### src/rtl/pe_dispatch_ctrl_if.sv
// Handshake bundle for pe_dispatch_ctrl: command in, per-PE issue/result lanes, reduced result out.
// master = the dispatcher itself, slave = the command path plus PE array around it.
interface pe_dispatch_ctrl_if #(
  parameter int NUM_PE = 4,
  parameter int DATA_W = 16,
  parameter int RES_W  = 32,
  parameter int ACC_W  = 40,
  parameter int ID_W   = 4
);

  logic                     cmd_valid;
  logic                     cmd_ready;
  logic [NUM_PE*DATA_W-1:0] cmd_a;
  logic [DATA_W-1:0]        cmd_b;
  logic [NUM_PE-1:0]        cmd_mask;
  logic [1:0]               cmd_mode;
  logic [ID_W-1:0]          cmd_id;

  logic [NUM_PE-1:0]        pe_in_valid;
  logic [NUM_PE-1:0]        pe_in_ready;
  logic [NUM_PE*DATA_W-1:0] pe_in_a;
  logic [NUM_PE*DATA_W-1:0] pe_in_b;

  logic [NUM_PE-1:0]        pe_out_valid;
  logic [NUM_PE-1:0]        pe_out_ready;
  logic [NUM_PE*RES_W-1:0]  pe_out_data;

  logic                     res_valid;
  logic                     res_ready;
  logic [ACC_W-1:0]         res_data;
  logic [ID_W-1:0]          res_id;
  logic                     res_err;

  modport master (
    input  cmd_valid, cmd_a, cmd_b, cmd_mask, cmd_mode, cmd_id,
    output cmd_ready,
    output pe_in_valid, pe_in_a, pe_in_b,
    input  pe_in_ready,
    input  pe_out_valid, pe_out_data,
    output pe_out_ready,
    output res_valid, res_data, res_id, res_err,
    input  res_ready
  );

  modport slave (
    output cmd_valid, cmd_a, cmd_b, cmd_mask, cmd_mode, cmd_id,
    input  cmd_ready,
    input  pe_in_valid, pe_in_a, pe_in_b,
    output pe_in_ready,
    output pe_out_valid, pe_out_data,
    input  pe_out_ready,
    input  res_valid, res_data, res_id, res_err,
    output res_ready
  );

endinterface

### src/rtl/pe_dispatch_ctrl.sv
// PE-array dispatcher/collector: issues one command to the masked lanes, reduces their results
// on the fly (SUM/MAX/MIN, signed) and returns a single tagged result, aborting on timeout.
module pe_dispatch_ctrl #(
  parameter int NUM_PE  = 4,
  parameter int DATA_W  = 16,
  parameter int RES_W   = 32,
  parameter int ACC_W   = 40,
  parameter int ID_W    = 4,
  parameter int TMO_CYC = 255
) (
  input  logic               clk,
  input  logic               rst_n,
  pe_dispatch_ctrl_if.master bus
);

  localparam int TMO_W = $clog2(TMO_CYC + 1);

  typedef enum logic [1:0] {
    S_IDLE     = 2'd0,
    S_DISPATCH = 2'd1,
    S_COLLECT  = 2'd2,
    S_OUTPUT   = 2'd3
  } state_e;

  typedef enum logic [1:0] {
    MODE_SUM  = 2'd0,
    MODE_MAX  = 2'd1,
    MODE_MIN  = 2'd2,
    MODE_RSVD = 2'd3
  } mode_e;

  state_e                   r_state;
  state_e                   w_state_next;

  logic [NUM_PE*DATA_W-1:0] r_a;
  logic [DATA_W-1:0]        r_b;
  logic [NUM_PE-1:0]        r_mask;
  mode_e                    r_mode;
  logic [ID_W-1:0]          r_id;
  logic [NUM_PE-1:0]        r_issued;
  logic [NUM_PE-1:0]        r_collected;
  logic signed [ACC_W-1:0]  r_acc;
  logic                     r_acc_loaded;
  logic [TMO_W-1:0]         r_tmo;
  logic                     r_err;

  logic                     w_accept;
  logic                     w_bad_cmd;
  logic                     w_busy;
  logic                     w_tmo_hit;
  logic                     w_all_issued;
  logic                     w_all_collected;
  logic                     w_abort;
  logic [NUM_PE-1:0]        w_in_valid;
  logic [NUM_PE-1:0]        w_out_ready;
  logic [NUM_PE-1:0]        w_in_hs;
  logic [NUM_PE-1:0]        w_out_hs;
  logic signed [ACC_W-1:0]  w_lane;
  logic signed [ACC_W-1:0]  w_acc_next;
  logic                     w_loaded_next;

  // Lane-level handshake qualifiers derive from registered state only, so the
  // next-state logic below can depend on the handshakes without a combinational loop.
  assign w_in_valid      = (r_state == S_DISPATCH) ? (r_mask & ~r_issued)    : '0;
  assign w_out_ready     = (r_state == S_COLLECT)  ? (r_mask & ~r_collected) : '0;
  assign w_in_hs         = w_in_valid  & bus.pe_in_ready;
  assign w_out_hs        = w_out_ready & bus.pe_out_valid;

  assign w_accept        = (r_state == S_IDLE) && bus.cmd_valid;
  assign w_bad_cmd       = (bus.cmd_mask == '0) || (mode_e'(bus.cmd_mode) == MODE_RSVD);
  assign w_busy          = (r_state == S_DISPATCH) || (r_state == S_COLLECT);
  assign w_tmo_hit       = w_busy && (r_tmo == TMO_W'(TMO_CYC - 1));
  // Issue completion counts this cycle's handshakes; collection completion uses the registered
  // flags, which is what places res_valid two cycles after the last result handshake.
  assign w_all_issued    = ((r_issued | w_in_hs) & r_mask) == r_mask;
  assign w_all_collected = (r_collected & r_mask) == r_mask;

  assign bus.cmd_ready    = (r_state == S_IDLE);
  assign bus.pe_in_valid  = w_in_valid;
  assign bus.pe_out_ready = w_out_ready;
  assign bus.pe_in_a      = r_a;
  assign bus.pe_in_b      = {NUM_PE{r_b}};
  assign bus.res_valid    = (r_state == S_OUTPUT);
  assign bus.res_data     = r_acc;
  assign bus.res_id       = r_id;
  assign bus.res_err      = r_err;

  // NOTE: sequential state is updated with non-blocking assignments so every register samples
  // the pre-edge values regardless of process ordering.
  always_ff @(posedge clk or negedge rst_n) begin
    if (!rst_n) begin
      r_state <= S_IDLE;
    end else begin
      r_state <= w_state_next;
    end
  end

  // NOTE: every variable written here gets a default first; a path that leaves one unassigned
  // would infer a latch.
  always_comb begin
    w_state_next = r_state;
    w_abort      = 1'b0;
    case (r_state)
      S_IDLE: begin
        if (bus.cmd_valid) begin
          w_state_next = w_bad_cmd ? S_OUTPUT : S_DISPATCH;
        end
      end
      S_DISPATCH: begin
        if (w_tmo_hit) begin
          w_state_next = S_OUTPUT;
          w_abort      = 1'b1;
        end else if (w_all_issued) begin
          w_state_next = S_COLLECT;
        end
      end
      S_COLLECT: begin
        if (w_all_collected) begin
          w_state_next = S_OUTPUT;
        end else if (w_tmo_hit) begin
          w_state_next = S_OUTPUT;
          w_abort      = 1'b1;
        end
      end
      S_OUTPUT: begin
        if (bus.res_ready) begin
          w_state_next = S_IDLE;
        end
      end
      default: w_state_next = S_IDLE;
    endcase
  end

  // Fold every lane handshaking this cycle into the accumulator, lowest lane first.
  always_comb begin
    w_acc_next    = r_acc;
    w_loaded_next = r_acc_loaded;
    w_lane        = '0;
    for (int i = 0; i < NUM_PE; i++) begin
      w_lane = ACC_W'($signed(bus.pe_out_data[i*RES_W +: RES_W]));
      if (w_out_hs[i]) begin
        case (r_mode)
          MODE_SUM: w_acc_next = w_acc_next + w_lane;
          MODE_MAX: if (!w_loaded_next || (w_lane > w_acc_next)) w_acc_next = w_lane;
          MODE_MIN: if (!w_loaded_next || (w_lane < w_acc_next)) w_acc_next = w_lane;
          default:  w_acc_next = w_acc_next;
        endcase
        w_loaded_next = 1'b1;
      end
    end
  end

  // NOTE: operand registers are reset as well, since they drive pe_in_a/pe_in_b directly and
  // must not expose stale or unknown data after reset.
  always_ff @(posedge clk or negedge rst_n) begin
    if (!rst_n) begin
      r_a          <= '0;
      r_b          <= '0;
      r_mask       <= '0;
      r_mode       <= MODE_SUM;
      r_id         <= '0;
      r_issued     <= '0;
      r_collected  <= '0;
      r_acc        <= '0;
      r_acc_loaded <= 1'b0;
      r_tmo        <= '0;
      r_err        <= 1'b0;
    end else if (w_accept) begin
      r_a          <= bus.cmd_a;
      r_b          <= bus.cmd_b;
      r_mask       <= bus.cmd_mask;
      r_mode       <= mode_e'(bus.cmd_mode);
      r_id         <= bus.cmd_id;
      r_issued     <= '0;
      r_collected  <= '0;
      r_acc        <= '0;
      r_acc_loaded <= 1'b0;
      r_tmo        <= '0;
      r_err        <= w_bad_cmd;
    end else begin
      r_issued     <= r_issued | w_in_hs;
      r_collected  <= r_collected | w_out_hs;
      r_acc        <= w_acc_next;
      r_acc_loaded <= w_loaded_next;
      if (w_busy && !w_tmo_hit) begin
        r_tmo <= r_tmo + TMO_W'(1);
      end
      if (w_abort) begin
        r_err <= 1'b1;
      end
    end
  end

  a_res_stable : assert property (@(posedge clk) disable iff (!rst_n)
    (bus.res_valid && !bus.res_ready) |=>
      (bus.res_valid && $stable(bus.res_data) && $stable(bus.res_id) && $stable(bus.res_err)));

  a_in_valid_masked : assert property (@(posedge clk) disable iff (!rst_n)
    (bus.pe_in_valid & ~r_mask) == '0);

  a_out_ready_masked : assert property (@(posedge clk) disable iff (!rst_n)
    (bus.pe_out_ready & ~r_mask) == '0);

endmodule

### src/flat_wrapper.sv
// flat-port wrapper written by rule: the top's interface ports become plain ports
module pe_dispatch_ctrl_flat 
#(
  parameter int NUM_PE  = 4,
  parameter int DATA_W  = 16,
  parameter int RES_W   = 32,
  parameter int ACC_W   = 40,
  parameter int ID_W    = 4,
  parameter int TMO_CYC = 255
)
  (clk, rst_n, bus_cmd_valid, bus_cmd_a, bus_cmd_b, bus_cmd_mask, bus_cmd_mode, bus_cmd_id, bus_cmd_ready, bus_pe_in_valid, bus_pe_in_a, bus_pe_in_b, bus_pe_in_ready, bus_pe_out_valid, bus_pe_out_data, bus_pe_out_ready, bus_res_valid, bus_res_data, bus_res_id, bus_res_err, bus_res_ready);
  pe_dispatch_ctrl_if #(.NUM_PE(NUM_PE), .DATA_W(DATA_W), .RES_W(RES_W), .ACC_W(ACC_W), .ID_W(ID_W)) bus_i ();
  input  logic clk;
  input  logic rst_n;
  input wire logic [$bits(bus_i.cmd_valid)-1:0] bus_cmd_valid;
  input wire logic [$bits(bus_i.cmd_a)-1:0] bus_cmd_a;
  input wire logic [$bits(bus_i.cmd_b)-1:0] bus_cmd_b;
  input wire logic [$bits(bus_i.cmd_mask)-1:0] bus_cmd_mask;
  input wire logic [$bits(bus_i.cmd_mode)-1:0] bus_cmd_mode;
  input wire logic [$bits(bus_i.cmd_id)-1:0] bus_cmd_id;
  output wire logic [$bits(bus_i.cmd_ready)-1:0] bus_cmd_ready;
  output wire logic [$bits(bus_i.pe_in_valid)-1:0] bus_pe_in_valid;
  output wire logic [$bits(bus_i.pe_in_a)-1:0] bus_pe_in_a;
  output wire logic [$bits(bus_i.pe_in_b)-1:0] bus_pe_in_b;
  input wire logic [$bits(bus_i.pe_in_ready)-1:0] bus_pe_in_ready;
  input wire logic [$bits(bus_i.pe_out_valid)-1:0] bus_pe_out_valid;
  input wire logic [$bits(bus_i.pe_out_data)-1:0] bus_pe_out_data;
  output wire logic [$bits(bus_i.pe_out_ready)-1:0] bus_pe_out_ready;
  output wire logic [$bits(bus_i.res_valid)-1:0] bus_res_valid;
  output wire logic [$bits(bus_i.res_data)-1:0] bus_res_data;
  output wire logic [$bits(bus_i.res_id)-1:0] bus_res_id;
  output wire logic [$bits(bus_i.res_err)-1:0] bus_res_err;
  input wire logic [$bits(bus_i.res_ready)-1:0] bus_res_ready;
  assign bus_i.cmd_valid = bus_cmd_valid;
  assign bus_i.cmd_a = bus_cmd_a;
  assign bus_i.cmd_b = bus_cmd_b;
  assign bus_i.cmd_mask = bus_cmd_mask;
  assign bus_i.cmd_mode = bus_cmd_mode;
  assign bus_i.cmd_id = bus_cmd_id;
  assign bus_cmd_ready = bus_i.cmd_ready;
  assign bus_pe_in_valid = bus_i.pe_in_valid;
  assign bus_pe_in_a = bus_i.pe_in_a;
  assign bus_pe_in_b = bus_i.pe_in_b;
  assign bus_i.pe_in_ready = bus_pe_in_ready;
  assign bus_i.pe_out_valid = bus_pe_out_valid;
  assign bus_i.pe_out_data = bus_pe_out_data;
  assign bus_pe_out_ready = bus_i.pe_out_ready;
  assign bus_res_valid = bus_i.res_valid;
  assign bus_res_data = bus_i.res_data;
  assign bus_res_id = bus_i.res_id;
  assign bus_res_err = bus_i.res_err;
  assign bus_i.res_ready = bus_res_ready;
  pe_dispatch_ctrl #(.NUM_PE(NUM_PE), .DATA_W(DATA_W), .RES_W(RES_W), .ACC_W(ACC_W), .ID_W(ID_W), .TMO_CYC(TMO_CYC)) u_core (.clk(clk), .rst_n(rst_n), .bus(bus_i));
endmodule
### config.mk
export PLATFORM = sky130hd
export DESIGN_NAME = pe_dispatch_ctrl_flat
export DESIGN_NICKNAME = d
export VERILOG_FILES = /design/src/rtl/pe_dispatch_ctrl_if.sv /design/src/rtl/pe_dispatch_ctrl.sv /design/src/flat_wrapper.sv
export SDC_FILE = /design/constraint.sdc
export NUM_CORES = 1
export LEC_CHECK = 0
export CAP_MARGIN = 0
export CORE_ASPECT_RATIO = 1.75
export CORE_MARGIN = 2
export CORE_UTILIZATION = 50
export CTS_BUF_LIST = sky130_fd_sc_hd__clkbuf_4
export CTS_CLUSTER_SIZE = 12
export DETAILED_ROUTE_END_ITERATION = 10
export MAX_ROUTING_LAYER = met4
export PLACE_DENSITY = 0.76
export SYNTH_ARGS = -nofsm -noshare
export SYNTH_HDL_FRONTEND = slang
export SYNTH_SLANG_ARGS = --single-unit
### constraint.sdc
create_clock -name clk -period 35.5 [get_ports clk]
set_input_delay 5.325 -clock clk [delete_from_list [all_inputs] [get_ports clk]]
set_output_delay 5.325 -clock clk [all_outputs]
set_load 0.02 [all_outputs]
==> impl_metrics.py <==
metrics = {
    "timing": {
        "worst_clock_skew_ps": 25.62,
        "timing.max_slew.rel_slack": -0.01154,
        "slew_viol_final": 5,
        "max_clock_freq_mhz": 43.82,
        "rsz0062_at_grt": "no",
        "final-hold-violation-count": 0,
        "worstMarginPinSlew_ps": 1503,
        "min_period_ps": 22820,
        "fin_setup_tns_ps": 0,
        "finalSetupViolations": 0,
        "postLayoutSetupSlackWorst_ps": 12680,
        "timing.final.crit_share": 0.6428,
    },
    "logic_synthesis": {
        "edff_count_synth": 0,
        "syn_avg_cell_area_um2": 7.182,
        "netlist.area_leader.share": 0.1732,
        "postSynthCellCount": 3289,
        "async_flop_share": 1.000,
        "synthesis.yosys.warnings": 0,
        "synth.net_count": 3850,
        "post_synth_instance_area_um2": 23620,
        "synth-seq-cells": 150,
        "ys_seq_area_frac": 0.1589,
        "dominantRegCellSynth": "sky130_fd_sc_hd__dfrtp_1",
        "post_synth_num_cell_types": 97,
        "synthDominantAreaCellType": "sky130_fd_sc_hd__ha_1",
        "synth_area_leaders": "sky130_fd_sc_hd__ha_1 (17%), sky130_fd_sc_hd__dfrtp_1 (16%), sky130_fd_sc_hd__nand2_1 (7.4%)",
    },
    "cells_and_area": {
        "synthToLayoutAreaGrowth_pct": 19.21,
        "mostFrequentLayoutCells": "sky130_fd_sc_hd__nand2_1 (465), sky130_fd_sc_hd__clkdlybuf4s50_1 (411), sky130_fd_sc_hd__ha_1 (327)",
        "layout.nets": 4110,
        "layout-drive-gt1-share": 0.04015,
        "layout_commonest_cell": "sky130_fd_sc_hd__nand2_1",
    },
    "cts": {
        "post_cts_hold_buffer_count": 0,
        "cts.htree.levels": 4,
        "clock_tree.root_cell": "sky130_fd_sc_hd__clkbuf_4",
        "cts_buffers": 17,
        "cts_tree": "yes",
        "cts.repair.resized": 0,
        "worstSkewPairLatency_ps": 640,
        "numClockSinks": 150,
        "clk_pin_slew_ps": 160,
        "cts_max_path_buffers": 2,
        "cts_setup_buffers": 0,
    },
    "critical_path": {
        "worst-setup-path-type": "primary input to flip-flop",
        "critical-path-top-delay-family": "simple AND/OR/NAND/NOR gates",
        "critPathMaxStageDelay_ps": 1190,
        "worstPathBufferInverterCount": 6,
        "worst_ep_arrival_time_ps": 23370,
        "worst_setup_path_start_kind": "primary input",
        "cp-end-kind": "flip-flop",
        "timing.critical_path.fanout_max": 23,
        "critical-path-slowest-cell": "sky130_fd_sc_hd__nor4_1",
        "crit_required_ps": 36050,
        "critical-path-top-cell-by-count": "sky130_fd_sc_hd__nor4_1",
    },
    "routing": {
        "viasPerCell": 6.477,
        "num_vias": 26920,
        "postRouteWirelength_um": 105600,
        "drt_first_iter_violations": 2087,
        "drc": 0,
        "ant_nets": 0,
        "avgRoutedWirePerCell_um": 25.40,
        "drt_first_pass_iters": 8,
    },
    "grt": {
        "largest_net_degree_at_the_start_of_global_routing": 95,
        "via_count_of_the_first_global_routing_pass": 26630,
        "grt_overflow_total": 0,
        "grt_pass1_wl_um": 155500,
        "grt_use_total": 0.4299,
        "number_of_antenna_violations_at_the_first_check_in_global_routing": 5,
    },
    "run": {
        "maxCapViolations": 1,
    },
    "power_and_ir_drop": {
        "power.density_cell_area_nw_per_um2": 85.72,
        "clkPwrFrac": 0.055,
        "intPower_mw": 1.026,
        "total_leakage_power_nw": 12.92,
        "switching_share": 0.5751,
        "vdd.ir_drop.worst_mv": 0.06094,
        "power.switching_mw": 1.388,
        "p_seq_frac": 0.134,
        "p_comb_frac": 0.811,
    },
    "outcome": {
        "failed_checks": "max-capacitance violations, max-slew violations",
        "run_status": "finished, violations left",
    },
    "placement": {
        "gpl.final_weighted_congestion": 1.091,
        "numPortBuffers": 412,
        "dp_hpwl_um": 84110,
        "dp_worst_setup_slack_ps": 12740,
    },
    "die": {
        "die_w_um": 168.3,
        "die_area_um2": 49070,
        "die_h_um": 291.5,
        "area_of_the_core_um2": 46770,
        "num_io_pins": 413,
        "effective_utilization_at_floorplan": 0.5051,
        "number_of_core_rows": 105,
    },
    "hold_path": {
        "timing.hold.worst.class": "flip-flop to flip-flop",
    },
}
tightest hold or removal path, stage by stage, from the launching register on:
cell,delay (ps)
sky130_fd_sc_hd__dfrtp_1,370
sky130_fd_sc_hd__nand2_1,50
sky130_fd_sc_hd__nand2_1,50
flip-flops by register name, indices dropped and copies added, names as in the netlist:
signal and cells:
u_core.r_tmo 8, u_core.r_state 2, u_core.r_mode 2, u_core.r_acc_loaded 1, u_core.r_b 16, u_core.bus.pe_in_a 64, u_core.r_collected 4, u_core.bus.res_id 4
u_core.r_mask 4, u_core.r_issued 4, u_core.bus.res_data 40, u_core.bus.res_err 1
stage by stage:
| step | hold WS (ps) | power [mW] | utilization | instance area (um^2) | instances |
|---|---|---|---|---|---|
| CTS | 496.8 | 2.358 | 0.6016 | 28140 | 4149 |
| floorplan | 464.5 | 1.584 | - | 23620 | 3289 |
| finish | 493.8 | 2.414 | 0.6021 | 28160 | 4156 |
| global route | 522.0 | 2.561 | 0.6020 | 28160 | 4155 |
| detailed placement | 461.5 | 2.215 | 0.5944 | 27800 | 4117 |
| global placement | 456.8 | 2.209 | 0.5944 | 27800 | 4117 |
routing by layer:
layer,GRT usage,up-vias,part of all wire,routed length (um)
met5,-,-,0,0
met4,0.3968,0,0.11,11510
met3,0.07455,520,0.076,8039
met2,0.7048,1574,0.47,49790
met1,0.4333,12560,0.34,36210
li1,-,12270,-,-
Yosys cell counts, types with 35 or more instances:
cell,number
sky130_fd_sc_hd__nor2b_1,38
sky130_fd_sc_hd__ha_1,327
sky130_fd_sc_hd__xnor2_1,89
sky130_fd_sc_hd__a21oi_1,278
sky130_fd_sc_hd__dfrtp_1,150
sky130_fd_sc_hd__nand3_1,80
sky130_fd_sc_hd__buf_4,49
sky130_fd_sc_hd__inv_1,268
sky130_fd_sc_hd__a31oi_1,35
sky130_fd_sc_hd__a22oi_1,49
sky130_fd_sc_hd__o21ai_0,180
sky130_fd_sc_hd__nand2b_1,38
sky130_fd_sc_hd__a21o_1,68
sky130_fd_sc_hd__o31ai_1,53
sky130_fd_sc_hd__nor3_1,70
sky130_fd_sc_hd__nor2_1,232
sky130_fd_sc_hd__nand2_1,467
sky130_fd_sc_hd__clkbuf_1,142
sky130_fd_sc_hd__o21bai_1,37
worst paths after layout:
check,startpoint,to,slack (ps),cells after the start
hold reg to reg,u_core.bus.res_id[3],u_core.bus.res_id[3],490,2
hold / removal,u_core.bus.res_id[3],u_core.bus.res_id[3],490,2
min in group asynchronous,rst_n,u_core.bus.pe_in_a[11],4740,1
setup / recovery,bus_pe_out_data[31],u_core.bus.res_data[33],12680,48
setup reg to reg,u_core.bus.res_data[18],u_core.bus.res_data[33],17820,48
max in group asynchronous,rst_n,u_core.r_b[10],29400,2
layout make-up:
cell class / instances / area (um^2)
multi-input cells: 2659 / 17880
inverters: 270 / 1013
well taps: 588 / 735.7
flip-flops and latches: 150 / 3754
repair buffers: 451 / 4415
clock inverters: 15 / 212.7
diodes: 6 / 15.01
clock buffers: 17 / 127.6
fillers: 4474 / 18610
power by group through the flow:
| stage | Sequential (mW) | Combinational, mW | Clock [mW] |
|---|---|---|---|
| 5_1_grt | 0.331 | 2.09 | 0.143 |
| 3_5_place_dp | 0.322 | 1.89 | 0 |
| 3_3_place_gp | 0.321 | 1.89 | 0 |
| 4_1_cts | 0.321 | 1.90 | 0.135 |
| 2_1_floorplan | 0.366 | 1.22 | 0 |
| 6_report | 0.324 | 1.96 | 0.133 |
cells by family (layout without fill, tap and decap cells):
| family | count (synthesis) | after routing | synth area share |
|---|---|---|---|
| and+or+nand+nor | 1116 | 1116 | 0.2172 |
| AOI/OAI and AO/OA | 1066 | 1066 | 0.3057 |
| buffers and inverters | 480 | 753 | 0.08607 |
| adders and majority gates | 331 | 331 | 0.1766 |
| DFF | 150 | 150 | 0.1589 |
| xor gates and xnor gates | 122 | 122 | 0.04524 |
| muxes | 24 | 24 | 0.01022 |
| other | 0 | 6 | 0 |
(Power assumes the default switching activity.)
